File: src/rtl/fc_dec_pkg.sv
// Shared types and constants for the temporal-redundancy decryption fault countermeasure.
package fc_dec_pkg;

    localparam int unsigned PT_W            = 40;
    localparam int unsigned TIMEOUT_CYC_DEF = 256;
    localparam int unsigned N_RUNS          = 3;
    localparam int unsigned RUN_IDX_W       = 2;

    // Legacy-compatible state encoding
    localparam logic [2:0] ST_IDLE    = 3'd0;
    localparam logic [2:0] ST_FLUSH   = 3'd1;
    localparam logic [2:0] ST_RUN     = 3'd2;
    localparam logic [2:0] ST_CAPTURE = 3'd3;
    localparam logic [2:0] ST_VOTE    = 3'd4;
    localparam logic [2:0] ST_DONE    = 3'd5;

    // One captured core result
    typedef struct packed {
        logic            auth;
        logic [PT_W-1:0] pt;
    } slot_t;

    localparam int unsigned SLOT_W = $bits(slot_t);

    // Timeout counter width for a given cycle budget
    function automatic int unsigned tmo_width(input int unsigned cyc);
        return (cyc > 1) ? $clog2(cyc) : 1;
    endfunction

endpackage

File: src/rtl/fc_dec_temporal_if.sv
// Host and decryption-core signals of the temporal fault countermeasure.
interface fc_dec_temporal_if;
    import fc_dec_pkg::*;

    logic            decryption_start;
    logic [PT_W-1:0] random_fault;
    logic [PT_W-1:0] plain_text;
    logic            message_authentication;
    logic            fault_detect;
    logic            decryption_ready;
    logic            core_rst_n;
    logic            core_start;
    logic [PT_W-1:0] core_plain_text;
    logic            core_auth;
    logic            core_ready;

    // Countermeasure view
    modport slave (
        input  decryption_start, random_fault, core_plain_text, core_auth, core_ready,
        output core_rst_n, core_start, plain_text, message_authentication,
               fault_detect, decryption_ready
    );

    // Host + core environment view
    modport master (
        output decryption_start, random_fault, core_plain_text, core_auth, core_ready,
        input  core_rst_n, core_start, plain_text, message_authentication,
               fault_detect, decryption_ready
    );

endinterface

File: src/rtl/fc_maj3.sv
// Bitwise 2-of-3 majority over captured {auth, pt} words plus pairwise-agreement flag.
module fc_maj3 #(
    parameter int unsigned W = 41
) (
    input  logic [W-1:0] a,
    input  logic [W-1:0] b,
    input  logic [W-1:0] c,
    output logic [W-1:0] vote_c,
    output logic         agree_c
);

    assign vote_c  = (a & b) | (a & c) | (b & c);
    assign agree_c = (a == b) || (a == c) || (b == c);

endmodule

File: src/rtl/fc_dec_temporal.sv
// Temporal-redundancy fault countermeasure for the Ascon decryption core: runs the core
// three times on the same inputs, votes the results and releases plaintext only when
// the runs agree and the tag verifies.
// Optional: FC_DEC_EARLY_ABORT_EN skips the third run when the first two results match.
module fc_dec_temporal
    import fc_dec_pkg::*;
#(
    parameter int unsigned TIMEOUT_CYC = TIMEOUT_CYC_DEF
) (
    input  logic               clk,
    input  logic               rst,
    fc_dec_temporal_if.slave   bus
);

    localparam int unsigned TMO_W = tmo_width(TIMEOUT_CYC);

    logic [2:0]           state, state_nxt;
    logic                 start_q;
    logic [RUN_IDX_W-1:0] run_idx, run_idx_nxt;
    logic [TMO_W-1:0]     tmo_cnt, tmo_cnt_nxt;
    logic                 tmo_flag, tmo_flag_nxt;
    slot_t                slot [N_RUNS];
    slot_t                slot_nxt [N_RUNS];
    logic                 core_rst_n_q, core_rst_n_nxt;
    logic                 core_start_q, core_start_nxt;
    logic [PT_W-1:0]      pt_q, pt_nxt;
    logic                 auth_q, auth_nxt;
    logic                 fault_q, fault_nxt;
    logic                 ready_q, ready_nxt;

    logic                 start_edge_c;
    logic                 early_c;
    slot_t                core_word_c;
    slot_t                vote_c;
    logic                 agree_c;

    assign start_edge_c = bus.decryption_start & ~start_q;
    assign core_word_c  = {bus.core_auth, bus.core_plain_text};

`ifdef FC_DEC_EARLY_ABORT_EN
    // Second capture matching the first already forms a majority
    assign early_c = (run_idx == RUN_IDX_W'(1)) && (slot[0] == core_word_c);
`else
    assign early_c = 1'b0;
`endif

    // Majority vote over the three captured slots
    fc_maj3 #(.W(SLOT_W)) u_maj3 (
        .a       (slot[0]),
        .b       (slot[1]),
        .c       (slot[2]),
        .vote_c  (vote_c),
        .agree_c (agree_c)
    );

    assign bus.core_rst_n             = core_rst_n_q;
    assign bus.core_start             = core_start_q;
    assign bus.plain_text             = pt_q;
    assign bus.message_authentication = auth_q;
    assign bus.fault_detect           = fault_q;
    assign bus.decryption_ready       = ready_q;

    // Next-state and next-output logic
    always_comb begin
        state_nxt      = state;
        run_idx_nxt    = run_idx;
        tmo_cnt_nxt    = tmo_cnt;
        tmo_flag_nxt   = tmo_flag;
        slot_nxt       = slot;
        core_rst_n_nxt = core_rst_n_q;
        core_start_nxt = core_start_q;
        pt_nxt         = pt_q;
        auth_nxt       = auth_q;
        fault_nxt      = fault_q;
        ready_nxt      = ready_q;

        case (state)
            ST_IDLE, ST_DONE: begin
                if (start_edge_c) begin
                    state_nxt      = ST_FLUSH;
                    run_idx_nxt    = '0;
                    tmo_cnt_nxt    = '0;
                    tmo_flag_nxt   = 1'b0;
                    core_rst_n_nxt = 1'b0;
                    core_start_nxt = 1'b0;
                    pt_nxt         = '0;
                    auth_nxt       = 1'b0;
                    fault_nxt      = 1'b0;
                    ready_nxt      = 1'b0;
                end
            end
            ST_FLUSH: begin
                // Timeout window spans the flush cycle and the run
                state_nxt      = ST_RUN;
                core_rst_n_nxt = 1'b1;
                core_start_nxt = 1'b1;
                tmo_cnt_nxt    = tmo_cnt + TMO_W'(1);
            end
            ST_RUN: begin
                if (bus.core_ready) begin
                    state_nxt      = ST_CAPTURE;
                    core_start_nxt = 1'b0;
                end else if (tmo_cnt == TMO_W'(TIMEOUT_CYC - 1)) begin
                    state_nxt      = ST_VOTE;
                    tmo_flag_nxt   = 1'b1;
                    core_start_nxt = 1'b0;
                end else begin
                    tmo_cnt_nxt    = tmo_cnt + TMO_W'(1);
                end
            end
            ST_CAPTURE: begin
                for (int i = 0; i < int'(N_RUNS); i++) begin
                    if (run_idx == RUN_IDX_W'(i)) slot_nxt[i] = core_word_c;
                end
                if (run_idx == RUN_IDX_W'(N_RUNS - 1) || early_c) begin
                    state_nxt      = ST_VOTE;
                end else begin
                    state_nxt      = ST_FLUSH;
                    run_idx_nxt    = run_idx + RUN_IDX_W'(1);
                    tmo_cnt_nxt    = '0;
                    core_rst_n_nxt = 1'b0;
                end
            end
            ST_VOTE: begin
                if (agree_c && !tmo_flag) begin
                    auth_nxt  = vote_c.auth;
                    pt_nxt    = vote_c.auth ? vote_c.pt : '0;
                    fault_nxt = 1'b0;
                end else begin
                    auth_nxt  = 1'b0;
                    pt_nxt    = bus.random_fault;
                    fault_nxt = 1'b1;
                end
                ready_nxt = 1'b1;
                state_nxt = ST_DONE;
            end
            default: begin
                state_nxt = ST_IDLE;
            end
        endcase
    end

    // State and output registers
    always_ff @(posedge clk or negedge rst) begin
        if (!rst) begin
            state        <= ST_IDLE;
            start_q      <= 1'b0;
            run_idx      <= '0;
            tmo_cnt      <= '0;
            tmo_flag     <= 1'b0;
            for (int i = 0; i < int'(N_RUNS); i++) slot[i] <= '0;
            core_rst_n_q <= 1'b0;
            core_start_q <= 1'b0;
            pt_q         <= '0;
            auth_q       <= 1'b0;
            fault_q      <= 1'b0;
            ready_q      <= 1'b0;
        end else begin
            state        <= state_nxt;
            start_q      <= bus.decryption_start;
            run_idx      <= run_idx_nxt;
            tmo_cnt      <= tmo_cnt_nxt;
            tmo_flag     <= tmo_flag_nxt;
            slot         <= slot_nxt;
            core_rst_n_q <= core_rst_n_nxt;
            core_start_q <= core_start_nxt;
            pt_q         <= pt_nxt;
            auth_q       <= auth_nxt;
            fault_q      <= fault_nxt;
            ready_q      <= ready_nxt;
        end
    end

endmodule

File: src/flat_wrapper.sv
// flat-port wrapper written by rule: the top's interface ports become plain ports
module fc_dec_temporal_flat import fc_dec_pkg::*;
#(
    parameter int unsigned TIMEOUT_CYC = TIMEOUT_CYC_DEF
)
  (clk, rst, bus_decryption_start, bus_random_fault, bus_core_plain_text, bus_core_auth, bus_core_ready, bus_core_rst_n, bus_core_start, bus_plain_text, bus_message_authentication, bus_fault_detect, bus_decryption_ready);
  fc_dec_temporal_if bus_i ();
  input  logic clk;
  input  logic rst;
  input wire logic [$bits(bus_i.decryption_start)-1:0] bus_decryption_start;
  input wire logic [$bits(bus_i.random_fault)-1:0] bus_random_fault;
  input wire logic [$bits(bus_i.core_plain_text)-1:0] bus_core_plain_text;
  input wire logic [$bits(bus_i.core_auth)-1:0] bus_core_auth;
  input wire logic [$bits(bus_i.core_ready)-1:0] bus_core_ready;
  output wire logic [$bits(bus_i.core_rst_n)-1:0] bus_core_rst_n;
  output wire logic [$bits(bus_i.core_start)-1:0] bus_core_start;
  output wire logic [$bits(bus_i.plain_text)-1:0] bus_plain_text;
  output wire logic [$bits(bus_i.message_authentication)-1:0] bus_message_authentication;
  output wire logic [$bits(bus_i.fault_detect)-1:0] bus_fault_detect;
  output wire logic [$bits(bus_i.decryption_ready)-1:0] bus_decryption_ready;
  assign bus_i.decryption_start = bus_decryption_start;
  assign bus_i.random_fault = bus_random_fault;
  assign bus_i.core_plain_text = bus_core_plain_text;
  assign bus_i.core_auth = bus_core_auth;
  assign bus_i.core_ready = bus_core_ready;
  assign bus_core_rst_n = bus_i.core_rst_n;
  assign bus_core_start = bus_i.core_start;
  assign bus_plain_text = bus_i.plain_text;
  assign bus_message_authentication = bus_i.message_authentication;
  assign bus_fault_detect = bus_i.fault_detect;
  assign bus_decryption_ready = bus_i.decryption_ready;
  fc_dec_temporal #(.TIMEOUT_CYC(TIMEOUT_CYC)) u_core (.clk(clk), .rst(rst), .bus(bus_i));
endmodule
File: config.mk
export PLATFORM = sky130hd
export DESIGN_NAME = fc_dec_temporal_flat
export DESIGN_NICKNAME = d
export VERILOG_FILES = /design/src/rtl/fc_dec_pkg.sv /design/src/rtl/fc_dec_temporal_if.sv /design/src/rtl/fc_maj3.sv /design/src/rtl/fc_dec_temporal.sv /design/src/flat_wrapper.sv
export SDC_FILE = /design/constraint.sdc
export NUM_CORES = 1
export LEC_CHECK = 0
export ABC_AREA = 1
export CELL_PAD_IN_SITES_DETAIL_PLACEMENT = 2
export CELL_PAD_IN_SITES_GLOBAL_PLACEMENT = 2
export CORE_MARGIN = 8
export CORE_UTILIZATION = 34
export DETAILED_ROUTE_END_ITERATION = 7
export PLACE_DENSITY_LB_ADDON = 0.1
export SYNTH_ARGS = -nofsm -noshare
export SYNTH_HDL_FRONTEND = slang
export SYNTH_SLANG_ARGS = --single-unit
File: constraint.sdc
create_clock -name clk -period 1.9 [get_ports clk]
set_input_delay 0.19 -clock clk [delete_from_list [all_inputs] [get_ports clk]]
set_output_delay 0.19 -clock clk [all_outputs]
set_load 0.01 [all_outputs]
==> results of run 1 <==
==> area by class of cell <==
class	count	area, sq um	area share (%)
multi-input cells	811	5120	39.3
flip-flops and latches	183	4580	35.1
repair buffers	171	1850	14.2
well taps	384	480	3.69
clock buffers	18	429	3.29
inverters	111	417	3.20
clock inverters	14	151	1.16
==> power by group through the flow <==
stage                     Sequential [W]  Combinational, W  Clock [W]
after floorplan                  0.00711           0.00551          0
after global placement           0.00721           0.00942          0
after detailed placement         0.00729           0.00994          0
after CTS                        0.00728            0.0105    0.00375
after global routing             0.00755            0.0119    0.00389
final                            0.00728            0.0104    0.00368
==> worst max-delay path, cell delays in order (launching register included) <==
cell,delay (ps)
dfrtp_1,420
ha_1,330
nor2_2,160
nand4_1,210
nor2_4,190
nand2_2,90
nand3_4,110
buf_12,120
nand2_8,90
buf_16,210
nand2_4,70
nand3_2,50
nand2_1,80
==> sequential cells by signal, indices dropped and copies added, names as in the netlist <==
register                           flops
u_core.bus.core_rst_n                  1
u_core.bus.core_start                  1
u_core.bus.decryption_ready            1
u_core.bus.fault_detect                1
u_core.bus.message_authentication      1
u_core.bus.plain_text                 40
u_core.run_idx                         2
u_core.slot                          123
u_core.start_q                         1
u_core.state                           3
u_core.tmo_cnt                         8
u_core.tmo_flag                        1
==> path summary, 6_finish.rpt <==
path / end / cells past startpoint / slack, ps
worst max-delay path: u_core.bus.plain_text[15]$_DFFE_PN0P_ / 12 / -330
worst min-delay path: u_core.tmo_cnt[2]$_DFFE_PN0P_ / 2 / 170
worst max register to register: u_core.bus.plain_text[15]$_DFFE_PN0P_ / 12 / -330
worst min register to register: u_core.bus.plain_text[22]$_DFFE_PN0P_ / 2 / 470
max in group asynchronous: u_core.bus.plain_text[21]$_DFFE_PN0P_ / 3 / 1090
min in group clk: u_core.start_q$_DFF_PN0_ / 1 / 220
==> cells in the mapped netlist, drive strengths merged <==
cell type / number / area [sq um]
clkbuf: 26 / 97.6
a211oi: 1 / 7.51
ha: 127 / 1590
and2: 6 / 37.5
dfrtp: 183 / 4580
nor2: 93 / 402
nand3: 90 / 460
xnor2: 2 / 17.5
a21oi: 3 / 18.8
nor3: 4 / 25.0
nand2: 301 / 1160
buf: 24 / 153
o21ai: 135 / 676
nand4: 6 / 37.5
o31ai: 40 / 300
inv: 110 / 413
or3: 1 / 6.26
or2: 2 / 12.5
clkinv: 1 / 3.75
==> stage by stage <==
stage	setup TNS, ps	cell area (sq um)	total power, W	hold slack [ps]	setup WS [ps]
floorplan	0	9990	0.0126	-106	169
global placement	-15970	11900	0.0166	62.6	-410
detailed placement	-16740	11900	0.0172	63.6	-437
CTS	-11840	12900	0.0216	165	-323
global route	-18330	13000	0.0234	175	-465
finish	-12410	13000	0.0214	173	-332
==> metal layers <==
layer | wire length [um] | GRT usage, %
met1 | 15200 | 24.4
met2 | 16700 | 33.6
met3 | 982 | 3.17
met4 | 333 | 4.06
met5 | 0 | 0
==> kinds of logic after synthesis <==
kind of cell	Yosys count
flip-flops	183
AND/OR/NAND/NOR	503
buffers and inverters	161
AO/OA/AOI/OAI	179
XOR/XNOR	2
adder cells (fa/ha/maj)	127
==> timing repair <==
action | CTS | global route
cloned | 3 | 1
pin swaps | 29 | 27
setup buffers | 6 | 2
endpoints found under the setup margin | 42 | 44
resized for setup | 61 | 33
hold endpoints to repair | 183 | 0
hold buffers | 1 | 0
==> layout by cell type, fill, tap and decap left out, types with 3 or more instances in the layout <==
cell / count
nand2_1: 270
dfrtp_1: 183
clkdlybuf4s50_1: 128
ha_1: 120
o21ai_0: 107
inv_1: 106
nand3_1: 75
nor2_1: 62
o31ai_1: 40
o21ai_1: 27
nor2_2: 22
buf_4: 21
nand2_2: 19
clkbuf_16: 18
nand3_2: 13
nand2_4: 11
buf_12: 11
nor2_4: 9
ha_4: 7
nand4_1: 6
inv_6: 6
inv_2: 4
inv_8: 4
buf_6: 4
buf_16: 3
==> results.sh, run 1 <==
export IMPL_end_kind="flop"
export IMPL_max_clock_freq_mhz=448
export IMPL_finClkSkew_ps=19.1
export IMPL_diodes=0
export IMPL_dpl_hpwl_mm=23.1
export IMPL_coreArea_sq_um=28900
export IMPL_drv_slew=0
export IMPL_grt_overflow=0
export IMPL_clk_latency_ps=450
export IMPL_numPortBuffers=129
export IMPL_cts_tree="yes"
export IMPL_hold_violations=0
export IMPL_num_rows=62
export IMPL_relSlewSlack_pct=62.3
export IMPL_synthAdderAreaFrac_pct=15.9
export IMPL_ir_worst_vdd_mv=0.647
export IMPL_die_h_um=187
export IMPL_ys_seq_area_share_pct=45.8
export IMPL_wl_mm=33.3
export IMPL_clock_path_buffers=2
export IMPL_crit_start="u_core.slot[17]$_DFFE_PN0P_"
export IMPL_fin_crit_sh_pct=117
export IMPL_drive_gt1_share_pct=12.8
export IMPL_synth_area_mux_share_pct=0
export IMPL_grt_pass1_vias=9636
export IMPL_via_count=8486
export IMPL_rsz0062_at_grt="true"
export IMPL_timing_rr_start="u_core.slot[17]$_DFFE_PN0P_"
export IMPL_io_pins=130
export IMPL_fin_nets=1507
export IMPL_dp_cells=1647
export IMPL_status="complete, but fails checks"
export IMPL_syn_area_sq_um=9990
export IMPL_path_max_fanout=8
export IMPL_layout_min_cycle_time_ps=2230
export IMPL_netlist_instances=1155
export IMPL_drv_cap=0
export IMPL_violations="setup timing"
export IMPL_comb_power_share_pct=48.8
export IMPL_gp_congestion=0.748
export IMPL_leakagePower_nw=6.35
export IMPL_synth_compound_area_share_pct=10.0
export IMPL_synth_simple_gate_area_share_pct=21.4
export IMPL_syn_avg_cell_area_sq_um=8.65
export IMPL_setup_viol=42
export IMPL_grt_antenna_before_repair=0
export IMPL_route_detailed_drc=0
export IMPL_viasPerCell=5.02
export IMPL_worst_pin_slew_ps=560
export IMPL_clkPwrFrac_pct=17.2
export IMPL_p_int_w=0.0121
export IMPL_first_iter_violations=257
export IMPL_hold_path_class="input pin to async pin"
export IMPL_switching_power_w=0.00928
export IMPL_dieArea_sq_um=35100
export IMPL_grt_max_degree=84
export IMPL_grt_pass1_wl_mm=53.8
export IMPL_cts_buffers_inserted=17
export IMPL_synth_xor_area_share_pct=0.175
export IMPL_initial_core_util_pct=34.6
export IMPL_first_pass_iters=4
export IMPL_ant_nets=0
export IMPL_cellPowerDensity_nw_per_um2=1640
export IMPL_fillerInstances=3126
export IMPL_post_route_util_pct=45.2
export IMPL_track_usage_pct=19.2
export IMPL_yosys_warnings=0
export IMPL_cts_htree_levels=4
export IMPL_synth_fp_nets=1367
export IMPL_dieWidth_um=187
export IMPL_p_sw_share_pct=43.4
export IMPL_instances_no_fill=1692
export IMPL_synth_top_family_by_area="simple AND/OR/NAND/NOR gates"
export IMPL_yosysUniqueCellTypes=32
export IMPL_clock_sinks=183
export IMPL_clk_pin_slew_ps=80
export IMPL_required_ps=2270
export IMPL_wl_per_cell_um=19.7
export IMPL_ys_seq_elements=183
export IMPL_fin_ws_ps=-332
export IMPL_seqPwrFrac_pct=34.0
export IMPL_cp_start_kind="flop"
export IMPL_syn_to_final_growth_pct=30.4
export IMPL_arrival_ps=2600
export IMPL_crit_type="flop to flop"
export IMPL_root_buffer="clkbuf_16"
(Power assumes the default switching activity.)
==> run 2: changes to the inputs <==
--- a/config.mk
+++ b/config.mk
@@ -10,8 +10,10 @@
 export CELL_PAD_IN_SITES_GLOBAL_PLACEMENT = 2
 export CORE_MARGIN = 8
 export CORE_UTILIZATION = 34
+export CTS_BUF_LIST = sky130_fd_sc_hd__clkbuf_16
 export DETAILED_ROUTE_END_ITERATION = 7
 export PLACE_DENSITY_LB_ADDON = 0.1
+export SETUP_SLACK_MARGIN = 0.3
 export SYNTH_ARGS = -nofsm -noshare
 export SYNTH_HDL_FRONTEND = slang
 export SYNTH_SLANG_ARGS = --single-unit
==> results.sh, run 2 (synthesis results as in run 1) <==
export IMPL_status="complete, but fails checks"
export IMPL_violations="setup timing"
export IMPL_fin_crit_sh_pct=119
export IMPL_cts_buffers_inserted=17
export IMPL_clk_latency_ps=440
export IMPL_slowest_delay_ps=430
export IMPL_max_clock_freq_mhz=441
export IMPL_fin_nets=1520
export IMPL_largest_register="u_core.slot"
export IMPL_path_max_fanout=7
export IMPL_required_ps=2270
export IMPL_die_h_um=187
export IMPL_cts_htree_levels=4
export IMPL_postLayoutCellArea_sq_um=13400
export IMPL_cp_start_kind="flop"
export IMPL_setup_tns_ps=-13250
export IMPL_cp_slowest_cell="dfrtp_1"
export IMPL_relSlewSlack_pct=66.4
export IMPL_drive_gt1_share_pct=17.0
export IMPL_post_route_util_pct=46.4
export IMPL_grt_pass1_vias=9794
export IMPL_mostFrequentLayoutCells="nand2_1, dfrtp_1, clkdlybuf4s50_1"
export IMPL_rr_endpoint="u_core.bus.plain_text[9]$_DFFE_PN0P_"
export IMPL_grt_max_degree=84
export IMPL_first_pass_iters=5
export IMPL_p_total_w=0.0217
export IMPL_grt_pass1_wl_mm=53.4
export IMPL_arrival_ps=2640
export IMPL_clock_path_buffers=2
export IMPL_dpl_cell_area_sq_um=11900
export IMPL_dpl_hpwl_mm=23.2
export IMPL_io_pins=130
export IMPL_end_kind="flop"
export IMPL_worst_pin_slew_ps=500
export IMPL_setup_viol=42
export IMPL_crit_buf_inv=1
export IMPL_clock_sinks=183
export IMPL_fillerInstances=3122
export IMPL_largest_reg_flops=123
export IMPL_rsz0062_at_grt="true"
export IMPL_r2r_setup_slack_ps=-370
export IMPL_hold_violations=0
export IMPL_clk_pin_slew_ps=90
export IMPL_dieWidth_um=187
export IMPL_crit_top_cell="nor2_2"
export IMPL_num_rows=62
export IMPL_gp_congestion=0.741
export IMPL_via_count=8590
export IMPL_root_buffer="clkbuf_16"
export IMPL_syn_to_final_growth_pct=34.0
export IMPL_ir_worst_vdd_mv=0.718
export IMPL_grt_overflow=0
export IMPL_mostFrequentLayoutCell="nand2_1"
export IMPL_track_usage_pct=18.8
export IMPL_grt_antenna_before_repair=0
export IMPL_crit_chain="ha_1 > nor2_2 > nand4_1 > nor2_2 > nand2_2 > nand3_4 > nand2_8 > clkbuf_16 > nand2_4 > nand3_2 > nand2_1"
export IMPL_timing_rr_start="u_core.slot[98]$_DFFE_PN0P_"
export IMPL_ff2ff_path_depth=11
export IMPL_hold_path_class="input pin to async pin"
export IMPL_drv_slew=0
export IMPL_numPortBuffers=129
export IMPL_viasPerCell=5.04
export IMPL_crit_type="flop to flop"
export IMPL_wl_mm=33.8
export IMPL_diodes=0
export IMPL_initial_core_util_pct=34.6
export IMPL_crit_start="u_core.slot[98]$_DFFE_PN0P_"
export IMPL_finClkSkew_ps=17.2
export IMPL_cellPowerDensity_nw_per_um2=1620
export IMPL_cts_tree="yes"
export IMPL_fin_ws_ps=-368
export IMPL_drv_cap=0
export IMPL_layout_min_cycle_time_ps=2270
export IMPL_crit_family="simple AND/OR/NAND/NOR gates"
export IMPL_dieArea_sq_um=35100
export IMPL_leakagePower_nw=6.56
export IMPL_route_detailed_drc=0
export IMPL_first_iter_violations=308
export IMPL_ant_nets=0
export IMPL_wl_per_cell_um=19.8
export IMPL_coreArea_sq_um=28900
## run 2: cell count changes in the layout (fill, tap and decap cells not counted), sizes merged
cell,before,now
buf,41,51
clkinv,2,6
clkdlybuf4s50,128,121
clkbuf,19,20
dlygate4sd2,0,1
nor2,93,94
inv,120,117
dlymetal6s2s,0,6
## run 2: how the worst max path moves through the flow
stage,endpoint,slack (ps),cells after the start
after floorplan,u_core.bus.plain_text[0]$_DFFE_PN0P_,180,12
after global placement,u_core.bus.plain_text[31]$_DFFE_PN0P_,-350,10
after detailed placement,u_core.bus.plain_text[14]$_DFFE_PN0P_,-480,11
after CTS,u_core.bus.plain_text[4]$_DFFE_PN0P_,-310,11
after global routing,u_core.bus.plain_text[25]$_DFFE_PN0P_,-440,12
final,u_core.bus.plain_text[9]$_DFFE_PN0P_,-370,11
## run 2: per-layer routing
layer,share of wire [%],global-route usage (%)
met4,2.3,6.09
met1,46,24.1
met5,0,0
met2,49,32.0
met3,2.4,2.91
## run 2: metrics by stage
| stage | cells | setup slack (ps) | hold slack, ps |
|---|---|---|---|
| final | 1705 | -368 | 222 |
| after global routing | 1705 | -445 | 215 |
| after CTS | 1693 | -309 | 210 |
| after detailed placement | 1649 | -484 | 131 |
| after global placement | 1649 | -348 | 131 |
| after floorplan | 1155 | 180 | -106 |
## run 2: cell type report
class / count / area [sq um] / share of cell area (%)
Multi-Input combinational cell: 812 / 5360 / 40.0
Sequential cell: 183 / 4580 / 34.2
Inverter: 111 / 424 / 3.17
Tap cell: 384 / 480 / 3.59
Timing Repair Buffer: 183 / 1970 / 14.7
Clock buffer: 17 / 425 / 3.18
Clock inverter: 15 / 145 / 1.08
## run 2: worst reg2reg max path: stages (launching register included)
cell and delay, ps:
dfrtp_1 430, ha_1 320, nor2_2 170, nand4_1 210, nor2_2 230, nand2_2 90, nand3_4 160, nand2_8 160
clkbuf_16 230, nand2_4 60, nand3_2 60, nand2_1 90
## run 2: power by group
part	internal (W)	switching [W]	total (W)	leakage (nW)
sequential	0.00572	0.00162	0.00734	2.13
clock	0.00185	0.00173	0.00358	0.275
combinational	0.00474	0.00609	0.0108	4.15
## run 2: timing repair
action                                 CTS  global route
pin swaps                               29            48
buffers inserted                         9             9
resized for setup                       88            77
endpoints found under the hold margin   31             0
cloned                                   2             3
hold buffers                             1             0
setup endpoints to repair               54            61
==> run 3: changes to the inputs <==
--- a/config.mk
+++ b/config.mk
@@ -14,6 +14,7 @@
 export DETAILED_ROUTE_END_ITERATION = 7
 export PLACE_DENSITY_LB_ADDON = 0.1
 export SETUP_SLACK_MARGIN = 0.3
+export SKIP_CTS_REPAIR_TIMING = 1
 export SYNTH_ARGS = -nofsm -noshare
 export SYNTH_HDL_FRONTEND = slang
 export SYNTH_SLANG_ARGS = --single-unit
==> results.sh, run 3 (synthesis results as in run 1) <==
export IMPL_status="complete, but fails checks"
export IMPL_violations="setup timing"
export IMPL_drv_cap=0
export IMPL_path_max_fanout=8
export IMPL_grt_max_degree=84
export IMPL_clock_sinks=183
export IMPL_numPortBuffers=129
export IMPL_ir_worst_vdd_mv=0.785
export IMPL_crit_type="flop to flop"
export IMPL_root_buffer="clkbuf_16"
export IMPL_largest_reg_flops=123
export IMPL_grt_antenna_before_repair=0
export IMPL_hold_violations=0
export IMPL_route_detailed_drc=0
export IMPL_wl_per_cell_um=20.2
export IMPL_mostFrequentLayoutCell="nand2_1"
export IMPL_cts_tree="yes"
export IMPL_leakagePower_nw=6.65
export IMPL_cellPowerDensity_nw_per_um2=1640
export IMPL_grt_pass1_wl_mm=52.3
export IMPL_p_total_w=0.0221
export IMPL_finClkSkew_ps=15.8
export IMPL_comb_power_share_pct=50.8
export IMPL_num_rows=62
export IMPL_io_pins=130
export IMPL_p_int_w=0.0126
export IMPL_coreArea_sq_um=28900
export IMPL_fin_crit_sh_pct=118
export IMPL_relSlewSlack_pct=65.5
export IMPL_gp_congestion=0.741
export IMPL_largest_register="u_core.slot"
export IMPL_p_sw_share_pct=43.3
export IMPL_wl_mm=34.6
export IMPL_diodes=0
export IMPL_clk_latency_ps=440
export IMPL_first_pass_iters=4
export IMPL_dieWidth_um=187
export IMPL_layout_min_cycle_time_ps=2240
export IMPL_cts_htree_levels=4
export IMPL_timing_rr_start="u_core.slot[97]$_DFFE_PN0P_"
export IMPL_crit_start="u_core.slot[97]$_DFFE_PN0P_"
export IMPL_required_ps=2280
export IMPL_dieArea_sq_um=35100
export IMPL_setup_viol=42
export IMPL_dpl_hpwl_mm=23.2
export IMPL_syn_to_final_growth_pct=34.8
export IMPL_switching_power_w=0.00959
export IMPL_grt_pass1_vias=9716
export IMPL_first_iter_violations=349
export IMPL_cts_buffers_inserted=17
export IMPL_worst_pin_slew_ps=513
export IMPL_track_usage_pct=18.4
export IMPL_clk_pin_slew_ps=80
export IMPL_seqPwrFrac_pct=33.1
export IMPL_fin_ws_ps=-344
export IMPL_drv_slew=0
export IMPL_die_h_um=187
export IMPL_instances_no_fill=1714
export IMPL_initial_core_util_pct=34.6
export IMPL_arrival_ps=2620
export IMPL_mostFrequentLayoutCells="nand2_1, dfrtp_1, clkdlybuf4s50_1"
export IMPL_max_clock_freq_mhz=446
export IMPL_hold_path_class="input pin to async pin"
export IMPL_rsz0062_at_grt="true"
export IMPL_dp_cells=1649
export IMPL_fin_nets=1529
export IMPL_via_count=8633
export IMPL_drive_gt1_share_pct=17.1
export IMPL_ant_nets=0
export IMPL_post_place_ws_ps=-484
export IMPL_viasPerCell=5.04
export IMPL_end_kind="flop"
export IMPL_cp_start_kind="flop"
export IMPL_clock_path_buffers=2
export IMPL_grt_overflow=0
export IMPL_clkPwrFrac_pct=16.1
-- run 3: cell type report --
type / instances / area [sq um]
fill: 3103 / 15400
multi-input combinational: 812 / 5350
sequential: 183 / 4580
timing repair buffer: 192 / 2060
tap: 384 / 480
inverter: 111 / 432
clock buffer: 17 / 425
clock inverter: 15 / 145
-- run 3: power groups by stage --
stage / clock network [W] / logic (W) / registers [W]
after floorplan: 0 / 0.00552 / 0.00711
after global placement: 0 / 0.00938 / 0.00719
after detailed placement: 0 / 0.00989 / 0.00732
after CTS: 0.00367 / 0.0101 / 0.00727
after global routing: 0.00380 / 0.0127 / 0.00757
final: 0.00357 / 0.0112 / 0.00733
-- run 3: final timing paths --
| check | cells past startpoint | end | slack [ps] |
|---|---|---|---|
| max in group asynchronous | 3 | u_core.bus.plain_text[34]$_DFFE_PN0P_ | 1020 |
| max | 12 | u_core.bus.plain_text[25]$_DFFE_PN0P_ | -340 |
| min | 2 | u_core.tmo_cnt[1]$_DFFE_PN0P_ | 230 |
| min in group clk | 1 | u_core.start_q$_DFF_PN0_ | 250 |
| min reg2reg | 2 | u_core.bus.plain_text[5]$_DFFE_PN0P_ | 480 |
| max reg2reg | 12 | u_core.bus.plain_text[25]$_DFFE_PN0P_ | -340 |
-- run 3: stage by stage --
| step | utilization, % | setup TNS (ps) | cell area, sq um | hold WS, ps |
|---|---|---|---|---|
| 2_1_floorplan | - | 0 | 10000 | -106 |
| 3_3_place_gp | 41.3 | -13310 | 11900 | 131 |
| 3_5_place_dp | 41.3 | -18000 | 11900 | 131 |
| 4_1_cts | 43.2 | -19440 | 12500 | -351 |
| 5_1_grt | 46.7 | -18210 | 13500 | 235 |
| 6_report | 46.7 | -13150 | 13500 | 228 |
-- run 3: routing by layer --
metal  global-route usage [%]  vias to the layer above  part of all wire, %
met1                     23.5                     4358                   45
li1                         -                     4113                    -
met2                     31.6                      132                   51
met4                     5.36                        0                  1.5
met5                        0                        -                    0
met3                     2.82                       30                  2.8
-- run 3: worst max-delay path: stages, from the launching register on --
cell,delay (ps)
dfrtp_1,390
buf_4,130
ha_1,270
nor2_1,190
nand4_1,160
nor2_2,200
nand2_2,90
nand3_4,160
nand2_8,170
clkbuf_16,220
nand2_4,50
nand3_2,60
nand2_1,90
